--- config.mk ---
export PLATFORM = sky130hd
export DESIGN_NAME = mult_arbiter
export DESIGN_NICKNAME = d
export VERILOG_FILES = /design/src/rtl/mult_arbiter.sv
export SDC_FILE = /design/constraint.sdc
export NUM_CORES = 1
export LEC_CHECK = 0
export ABC_AREA = 0
export CAP_MARGIN = 5
export CORE_ASPECT_RATIO = 1.5
export CORE_UTILIZATION = 38
export CTS_CLUSTER_SIZE = 40
export DETAILED_ROUTE_END_ITERATION = 8
export GPL_TIMING_DRIVEN = 0
export PLACE_DENSITY = 0.6
export SKIP_CTS_REPAIR_TIMING = 1
export SYNTH_ARGS = -nofsm -noshare
export SYNTH_HDL_FRONTEND = slang
export SYNTH_SLANG_ARGS = --single-unit
--- constraint.sdc ---
create_clock -name clk -period 35.8 [get_ports clk]
set_input_delay 3.58 -clock clk [delete_from_list [all_inputs] [get_ports clk]]
set_output_delay 3.58 -clock clk [all_outputs]
set_load 0.05 [all_outputs]
--- src/rtl/mult_arbiter.sv ---
// Round-robin arbiter sharing one combinational shift-add multiplier among NREQ requesters.
// Define MULT_ARB_PIPE_EN to add an operand register stage ahead of the multiplier (latency 2).

module multiplier #(
  parameter int N = 16
) (
  input  logic [N-1:0]   a,
  input  logic [N-1:0]   b,
  output logic [2*N-1:0] p
);

  always_comb begin
    p = '0;
    for (int i = 0; i < N; i++)
      if (b[i]) p = p + ({{N{1'b0}}, a} << i);
  end

endmodule

module mult_arbiter #(
  parameter int N    = 16,
  parameter int NREQ = 4,
  parameter int IDW  = 2
) (
  input  logic              clk,
  input  logic              rst,
  input  logic [NREQ-1:0]   req_valid,
  output logic [NREQ-1:0]   req_ready,
  input  logic [NREQ*N-1:0] req_a,
  input  logic [NREQ*N-1:0] req_b,
  output logic              res_valid,
  input  logic              res_ready,
  output logic [2*N-1:0]    res_p,
  output logic [IDW-1:0]    res_id
);

  logic            stall;
  logic            accept;
  logic            any_req;
  logic [IDW-1:0]  rr_ptr;
  logic [IDW-1:0]  grant;
  logic [NREQ-1:0] rot;
  logic [N-1:0]    sel_a;
  logic [N-1:0]    sel_b;
  logic [N-1:0]    mul_a;
  logic [N-1:0]    mul_b;
  logic [2*N-1:0]  prod;

  assign any_req = |req_valid;
  assign stall   = res_valid & ~res_ready;

  // Rotate so bit 0 is the requester at rr_ptr; the lowest set bit wins.
  always_comb begin
    rot   = NREQ'({req_valid, req_valid} >> rr_ptr);
    grant = rr_ptr;
    for (int off = NREQ - 1; off >= 0; off--)
      if (rot[off]) grant = IDW'((int'(rr_ptr) + off) % NREQ);
  end

  always_comb begin
    sel_a     = '0;
    sel_b     = '0;
    req_ready = '0;
    for (int i = 0; i < NREQ; i++) begin
      if (grant == IDW'(i)) begin
        sel_a        = req_a[i*N +: N];
        sel_b        = req_b[i*N +: N];
        req_ready[i] = accept;
      end
    end
  end

  always_ff @(posedge clk) begin
    if (rst)
      rr_ptr <= '0;
    else if (accept)
      rr_ptr <= IDW'((int'(grant) + 1) % NREQ);
  end

  multiplier #(.N(N)) u_mult (
    .a (mul_a),
    .b (mul_b),
    .p (prod)
  );

`ifdef MULT_ARB_PIPE_EN
  logic           advance;
  logic           vld_p0;
  logic [N-1:0]   a_p0;
  logic [N-1:0]   b_p0;
  logic [IDW-1:0] id_p0;

  assign advance = ~stall;
  assign accept  = any_req & (~vld_p0 | advance) & ~rst;
  assign mul_a   = a_p0;
  assign mul_b   = b_p0;

  // Stage p0: operand register; only loads on accept, so it holds while stalled.
  always_ff @(posedge clk) begin
    if (rst)
      vld_p0 <= 1'b0;
    else
      vld_p0 <= accept | (vld_p0 & ~advance);
  end

  always_ff @(posedge clk) begin
    if (accept) begin
      a_p0  <= sel_a;
      b_p0  <= sel_b;
      id_p0 <= grant;
    end
  end

  // Stage p1: result register, fed by the multiplier output of stage p0.
  always_ff @(posedge clk) begin
    if (rst) begin
      res_valid <= 1'b0;
      res_p     <= '0;
      res_id    <= '0;
    end else if (advance) begin
      res_valid <= vld_p0;
      if (vld_p0) begin
        res_p  <= prod;
        res_id <= id_p0;
      end
    end
  end
`else
  assign accept = any_req & ~stall & ~rst;
  assign mul_a  = sel_a;
  assign mul_b  = sel_b;

  // Stage p0: result register; a new accept overwrites a draining result.
  always_ff @(posedge clk) begin
    if (rst) begin
      res_valid <= 1'b0;
      res_p     <= '0;
      res_id    <= '0;
    end else if (accept) begin
      res_valid <= 1'b1;
      res_p     <= prod;
      res_id    <= grant;
    end else if (res_ready) begin
      res_valid <= 1'b0;
    end
  end
`endif

endmodule

[Word level (Yosys, flattened, before mapping)]
Index checks and enable logic that the tools add are counted.
Word-level totals
  bits in registers: 37
  input bits: 135
  output and inout port bits: 39
  word-level logic and storage cells: 70
Operators by class
  $add $sub $neg: 19
  eq/ne operators: 3
  shift operators: 1
  mux-type cells: 34
  bitwise gates (word level): 6
  reductions and logical operators: 3
Operators by type and width (count)
  two-way mux 32 bit: 15
  two-way mux 16 bit: 9
  adder 32 x 17 -> 32 bit: 1
  adder 32 x 18 -> 32 bit: 1
  adder 32 x 19 -> 32 bit: 1
  adder 32 x 20 -> 32 bit: 1
  adder 32 x 21 -> 32 bit: 1
  adder 32 x 22 -> 32 bit: 1
  adder 32 x 23 -> 32 bit: 1
  adder 32 x 24 -> 32 bit: 1
  adder 32 x 25 -> 32 bit: 1
  adder 32 x 26 -> 32 bit: 1
  adder 32 x 27 -> 32 bit: 1
  adder 32 x 28 -> 32 bit: 1
  adder 32 x 29 -> 32 bit: 1
  adder 32 x 30 -> 32 bit: 1
  adder 32 x 31 -> 32 bit: 1
  two-way mux 2 bit: 4
  right shift 8 x 2 -> 4 bit: 1
  two-way mux 1 bit: 6
  adder 2 x 1 -> 2 bit, second input constant: 2
  adder 2 bit, second input constant: 2
  equality test 2 bit, second input constant: 2
  OR reduction 4 bit: 1
  other kinds (5): 9

[Depth between registers and ports, before layout]
Gate-level depths: netlist of the first run.
  depth in word-level cells: 41
  depth in mapped cells: 131
  depth with buffers taken out: 128

[Cells and area by module]
A second synthesis of the first run with hierarchy kept.
Unflattened totals
  cell total of the unflattened synthesis: 2514
  area total of the unflattened synthesis: 17729.5 sq um
Modules (own cells, without submodules)
  multiplier: instances 1, cells an instance 2179, area an instance 15240.9 sq um, sequential area each 0.0 sq um
  mult_arbiter: instances 1, cells an instance 335, area an instance 2488.6 sq um, sequential area each 740.7 sq um

[Worst setup path before layout of the first run]
No wires, ideal clock.
  path type: input to register
  start: input req_valid[0]
  end: register res_p[28]
  library setup time: 0.076 ns
  data arrival time: 25.778 ns
  data required time: 35.724 ns
  path slack: 9.947 ns
  cell stages on the path: 118
  path buffers: 6
  cells stage by stage: inv_1 nor2_1 a21oi_1 o32ai_1 a21oi_1 ha_1 buf_2 buf_2 buf_2 clkbuf_1 clkbuf_1 a21oi_1 nor2_1 a21oi_1 o21ai_0 and2_1 ha_1 clkbuf_1 (+82 left out) or2_2 a21oi_1 a31oi_1 xor2_1 mux2_2 ha_1 o41a_1 xor2_1 nor2_1 a21oi_1 a31o_2 ha_1 o41ai_1 nor2_1 a211oi_1 xnor2_1 a311oi_1 a21boi_0
Between the ends
  cells in the longest elaborated chain, start to end: 41
  elaborated cells between the ends (all ways): 51
  those cells by class: add/sub: 15; eq/ne: 3; shift: 1; mux: 28; bitwise: 2; reduce/logical: 2
Ends and longest elaborated chain
  start, declared: RTL line 27  | input logic [NREQ-1:0] req_valid,
  right shift 8 x 2 -> 4 bit (*): RTL line 54  | rot = NREQ'({req_valid, req_valid} >> rr_ptr);
  two-way mux 2 bit (3 in a row): RTL line 57  | if (rot[off]) grant = IDW'((int'(rr_ptr) + off) % NREQ);
  two-way mux 2 bit (*): RTL line 57
  via grant[0]: RTL line 41  | logic [IDW-1:0] grant;
  zero test 2 bit: RTL line 65  | if (grant == IDW'(i)) begin
  two-way mux 16 bit (4 in a row): RTL line 65
  two-way mux 16 bit: RTL line 15  | if (b[i]) p = p + ({{N{1'b0}}, a} << i);
  adder 32 x 17 -> 32 bit: RTL line 15
  (+21 left out)
  adder 32 x 28 -> 32 bit: RTL line 15
  two-way mux 32 bit: RTL line 15
  adder 32 x 29 -> 32 bit: RTL line 15
  two-way mux 32 bit: RTL line 15
  adder 32 x 30 -> 32 bit: RTL line 15
  two-way mux 32 bit: RTL line 15
  adder 32 x 31 -> 32 bit: RTL line 15
  two-way mux 32 bit (*): RTL line 15
  end signal, assigned: RTL line 141  | res_p <= prod;
  end, declared: RTL line 33  | output logic [2*N-1:0] res_p,
The timed path passes the listed nets; every way through them passes the cells marked *.
A chain may end at the register's enable or synchronous reset.

[Worst setup path in the final report of the first run]
  start: input req_valid[1]
  end: register res_p[30]
The elaborated chain is that of the path after synthesis.

==> results.sh, run 1 <==
export IMPL_outcome="finished, final reports clean"
export IMPL_worstPathRequired_ps=35960
export IMPL_die_w_um=174
export IMPL_max_cap_viol_count=0
export IMPL_synth_ff_type="dfxtp_1"
export IMPL_tightest_slew_ps=1330
export IMPL_drv_slew=0
export IMPL_clkTransAtPathRegs_ps=60
export IMPL_yosysSeqAreaShare_pct=4.39
export IMPL_synth_cells=2477
export IMPL_reg2reg_depth=112
export IMPL_hp_class="reg -> reg"
export IMPL_grt_pass1_vias=19562
export IMPL_rows=94
export IMPL_clock_sink_count=37
export IMPL_synth_async_sr_flop_share_pct=0
export IMPL_slowest_stage="inv_1"
export IMPL_drt_initial_drc_count=1590
export IMPL_post_route_period_util_pct=89.1
export IMPL_die_h_um=260
export IMPL_synth_edff_count=0
export IMPL_cp_end_kind="flop"
export IMPL_nets=3053
export IMPL_wl_mm=73.7
export IMPL_fin_tns_setup_ps=0
export IMPL_avgSynthCellArea_um2=6.81
export IMPL_critPathLaunchType="primary input"
export IMPL_yosysMostFrequentCell="nand2_1"
export IMPL_fillers=4642
export IMPL_grt_overflow_total=0
export IMPL_post_drt_via_cell_ratio=6.24
export IMPL_critPathKind="in -> reg"
export IMPL_hold_viol=0
export IMPL_clkLatencyLatePin_ps=290
export IMPL_ios=174
export IMPL_synth_top_area_share_pct=18.2
export IMPL_maxUsedRoutingLayer="met4"
export IMPL_start_util_pct=38.5
export IMPL_numPortBuffers=172
export IMPL_dr_wl_met3_mm=3.71
export IMPL_die_area_mm2=0.0453
export IMPL_grt_usage_pct=31.2
export IMPL_rsz0062_at_grt="no"
export IMPL_clockRootBuffer="clkbuf_16"
export IMPL_finalSetupViolCount=0
export IMPL_max_stage_delay_ps=860
export IMPL_path_max_fanout=15
export IMPL_synth_distinct_cells=96
export IMPL_fin_crit_ps=31910
export IMPL_ys_top_cells_by_area="ha_1 18%, a21oi_1 7.9%, nand2_1 6.5%, nor2_1 5.6%, xnor2_1 5.3%"
export IMPL_cts_buffers=5
export IMPL_syn_num_nets=2872
export IMPL_drc=0
export IMPL_whs_path_depth=2
export IMPL_antenna_found_initial=0
export IMPL_firstDrtPassIters=5
export IMPL_detail_route_wl_per_cell_um=22.8
export IMPL_wl_met2_mm=36.8
export IMPL_slew_headroom_pct=11.4
export IMPL_netlist_area_mm2=0.0169
export IMPL_ys_warn_count=0
export IMPL_timing_hold_ws_ps=484
export IMPL_timing_reg2reg_setup_slack_ps=7340
export IMPL_crit_top_cell="ha_1"
export IMPL_cp_arrival_ps=32070
export IMPL_wl_met1_mm=28.1
export IMPL_core_mm2=0.0439
export IMPL_grt_max_degree=20
export IMPL_ys_top_cells_by_count="293 x nand2_1, 265 x a21oi_1, 250 x nor2_1, 246 x ha_1, 158 x o21ai_0"
export IMPL_grt_pass1_wl_mm=110
export IMPL_h_tree_depth=2
export IMPL_drive_gt1_share_pct=4.17
export IMPL_area_delta_synth_final_pct=15.7
export IMPL_dp_hpwl_mm=59.2
export IMPL_place_congestion=0.958
export IMPL_ys_ff_latch=37
export IMPL_fmax_mhz=31.3
export IMPL_finalClockSkew_ps=11.3
export IMPL_clockBufferDepth=2
export IMPL_vias=20198
export IMPL_yosysTopAreaCell="ha_1"
export IMPL_antenna_cells=0
export IMPL_cts_tree="yes"
export IMPL_ant_nets=0
final cells by class:
class | instances | area, um2 | share of cell area (%)
clock buffer | 6 | 129 | 0.660
clock inverter | 2 | 15.0 | 0.0769
timing repair buffer | 174 | 1760 | 9.03
inverter | 96 | 360 | 1.85
multi-input combinational | 2249 | 15400 | 78.9
sequential | 37 | 741 | 3.79
tap | 576 | 721 | 3.69
buffer | 95 | 389 | 1.99
worst max-delay path: cells and delay by family:
family	cells	cell delay [ps]
AO/OA/AOI/OAI	51	13320
adder cells (fa/ha/maj)	16	5620
buffers and inverters	11	4260
AND/OR/NAND/NOR	20	2740
XOR/XNOR	14	2210
multiplexers	1	270
registers in the layout, summed over array words and instances (netlist names):
name / flops
res_valid: 1
res_id: 2
rr_ptr: 2
res_p: 32
cell families after synthesis:
group / synth area share, %
xor+xnor: 8.56
simple gates: 22.5
mux: 2.44
flops: 4.39
compound gates: 37.8
buf+inv: 4.44
fa+ha+maj: 19.9
placed cells by master (no fill, tap or decap), types with 19 or more instances in the layout:
cell type	n
o211ai_1	33
inv_1	93
mux2_2	25
and3_1	19
a211oi_1	41
o21a_1	41
nand2_1	293
a31oi_1	38
nor2b_1	29
o21ai_0	156
o31ai_1	19
nand3b_1	20
a21o_1	96
o21bai_1	31
buf_2	20
nor3_1	55
nand3_1	56
and2_1	20
o22ai_1	19
dfxtp_1	37
nor2_1	250
nand2b_1	27
xor2_1	63
or3_1	21
xnor2_1	102
ha_1	246
clkdlybuf4s50_1	172
clkbuf_1	60
a21oi_1	265
per-stage QoR:
step | instance area, um2 | util [%] | worst slack, ps | cells
3_5_place_dp | 19400 | 44.2 | 4220 | 3227
3_3_place_gp | 19300 | 44.0 | 2610 | 3225
4_1_cts | 19500 | 44.5 | 4420 | 3235
5_1_grt | 19500 | 44.5 | 2510 | 3235
6_report | 19500 | 44.5 | 3890 | 3235
2_1_floorplan | 16900 | - | 9950 | 2477
per-layer routing:
layer,global-route usage (%),vias to the layer above
li1,-,9609
met1,33.7,9619
met2,57.8,752
met3,2.73,218
met4,20.3,0
met5,0,-
path summary, 6_finish.rpt:
path,start,to
setup / recovery,req_valid[1],res_p[30]
hold / removal,res_id[0],res_id[0]
setup reg to reg,rr_ptr[0],res_p[30]
hold reg to reg,res_id[0],res_id[0]
Power of run 1 is not shown: default switching activity piles up to over one toggle a cycle in this logic, so the estimate is an artifact.
==> inputs of run 2 (changes only) <==
--- a/config.mk
+++ b/config.mk
@@ -7,11 +7,12 @@
 export LEC_CHECK = 0
 export ABC_AREA = 0
 export CAP_MARGIN = 5
-export CORE_ASPECT_RATIO = 1.5
+export CORE_ASPECT_RATIO = 0.5
 export CORE_UTILIZATION = 38
 export CTS_CLUSTER_SIZE = 40
 export DETAILED_ROUTE_END_ITERATION = 8
 export GPL_TIMING_DRIVEN = 0
+export MAX_ROUTING_LAYER = met4
 export PLACE_DENSITY = 0.6
 export SKIP_CTS_REPAIR_TIMING = 1
 export SYNTH_ARGS = -nofsm -noshare
==> run 2 against run 1 <==
Net effect: critical path depth rose by 8; worst setup slack improved by 1300 ps; via count fell by 3.5%; count of clock-buffer cells in the layout fell by 1.
==> results.sh, run 2 (synthesis results as in run 1) <==
export IMPL_slowest_stage="o41ai_1"
export IMPL_die_h_um=151
export IMPL_detail_route_wl_per_cell_um=20.8
export IMPL_start_util_pct=38.6
export IMPL_outcome="finished, final reports clean"
export IMPL_drv_slew=0
export IMPL_fmax_mhz=32.7
export IMPL_worstPathRequired_ps=35980
export IMPL_clkTransAtPathRegs_ps=70
export IMPL_cp_arrival_ps=30800
export IMPL_finalClockSkew_ps=10.2
export IMPL_grt_pass1_wl_mm=101
export IMPL_antenna_cells=0
export IMPL_timing_reg2reg_setup_slack_ps=8620
export IMPL_die_area_mm2=0.0453
export IMPL_finalSetupViolCount=0
export IMPL_post_route_period_util_pct=85.5
export IMPL_drive_gt1_share_pct=4.28
export IMPL_grt_overflow_total=0
export IMPL_critPathLaunchType="primary input"
export IMPL_ios=174
export IMPL_drc=0
export IMPL_placedCellCount=3239
export IMPL_rsz0062_at_grt="no"
export IMPL_grt_usage_pct=29.4
export IMPL_nets=3055
export IMPL_place_congestion=0.995
export IMPL_vias=19494
export IMPL_clockBufferDepth=2
export IMPL_cp_end_kind="flop"
export IMPL_firstDrtPassIters=6
export IMPL_fillers=4542
export IMPL_fin_crit_ps=30620
export IMPL_path_depth=121
export IMPL_area_delta_synth_final_pct=16.1
export IMPL_final_common_cell="nand2_1"
export IMPL_path_buf_inv=11
export IMPL_final_cell_mix="293 x nand2_1, 265 x a21oi_1, 250 x nor2_1"
export IMPL_regMostFlops="res_p"
export IMPL_rows=54
export IMPL_fin_tns_setup_ps=0
export IMPL_top_regs="res_p (32), res_id (2), rr_ptr (2)"
export IMPL_crit_family="compound AO/OA/AOI/OAI gates"
export IMPL_post_drt_via_cell_ratio=6.00
export IMPL_clockRootBuffer="clkbuf_16"
export IMPL_antenna_found_initial=0
export IMPL_whs_path_depth=2
export IMPL_cts_tree="yes"
export IMPL_ant_nets=0
export IMPL_h_tree_depth=2
export IMPL_hold_viol=0
export IMPL_slew_headroom_pct=4.03
export IMPL_grt_max_degree=20
export IMPL_cts_buffers=5
export IMPL_die_w_um=300
export IMPL_drt_initial_drc_count=1657
export IMPL_dp_hpwl_mm=54.3
export IMPL_max_stage_delay_ps=630
export IMPL_largest_reg_flops=32
export IMPL_stdcell_count=3249
export IMPL_numPortBuffers=172
export IMPL_path_max_fanout=15
export IMPL_wl_mm=67.5
export IMPL_crit_top_cell="ha_1"
export IMPL_reg2reg_depth=119
export IMPL_clkLatencyLatePin_ps=300
export IMPL_clock_sink_count=37
export IMPL_max_cap_viol_count=0
export IMPL_timing_hold_ws_ps=454
export IMPL_critPathKind="in -> reg"
export IMPL_grt_pass1_vias=17405
export IMPL_hp_class="reg -> reg"
export IMPL_core_mm2=0.0437
export IMPL_tightest_slew_ps=1440
run 2: cell count changes in the layout (fill, tap and decap cells not counted):
cell        before  now
clkinv_2         0    2
clkinvlp_4       2    1
clkbuf_1        60   59
buf_16           1    3
run 2: tightest hold or removal path, delay by kind of cell (launching register included):
family           cells  cell delay, ps
AO/OA/AOI/OAI        1              50
flip-flops           1             320
AND/OR/NAND/NOR      1              50
run 2: cell type report:
class | count | area (um2) | share of cell area, %
multi-input combinational | 2249 | 15400 | 78.6
timing repair buffer | 176 | 1820 | 9.28
sequential | 37 | 741 | 3.78
tap | 588 | 736 | 3.75
buffer | 95 | 389 | 1.99
inverter | 96 | 360 | 1.84
clock buffer | 5 | 125 | 0.638
clock inverter | 3 | 17.5 | 0.0894
run 2: metrics by stage:
| stage | cell area [um2] | utilization [%] | setup WS [ps] |
|---|---|---|---|
| final | 19600 | 44.8 | 5180 |
| after global routing | 19600 | 44.8 | 3400 |
| after CTS | 19500 | 44.7 | 5640 |
| after detailed placement | 19400 | 44.4 | 5470 |
| after global placement | 19300 | 44.2 | 3530 |
| after floorplan | 16900 | - | 9950 |
run 2: path summary, 6_finish.rpt:
| path | startpoint | to |
|---|---|---|
| setup / recovery | req_valid[0] | res_p[30] |
| hold / removal | res_id[0] | res_id[0] |
| setup reg to reg | rr_ptr[0] | res_p[30] |
| hold reg to reg | res_id[0] | res_id[0] |
run 2: routing by layer:
metal	vias up	wire length [um]	global-route usage [%]
met5	-	0	-
met4	0	1170	5.36
met3	59	5330	5.45
met2	615	29300	45.6
met1	9200	31700	39.8
li1	9620	-	-
Power of run 2 is left out for the same reason.
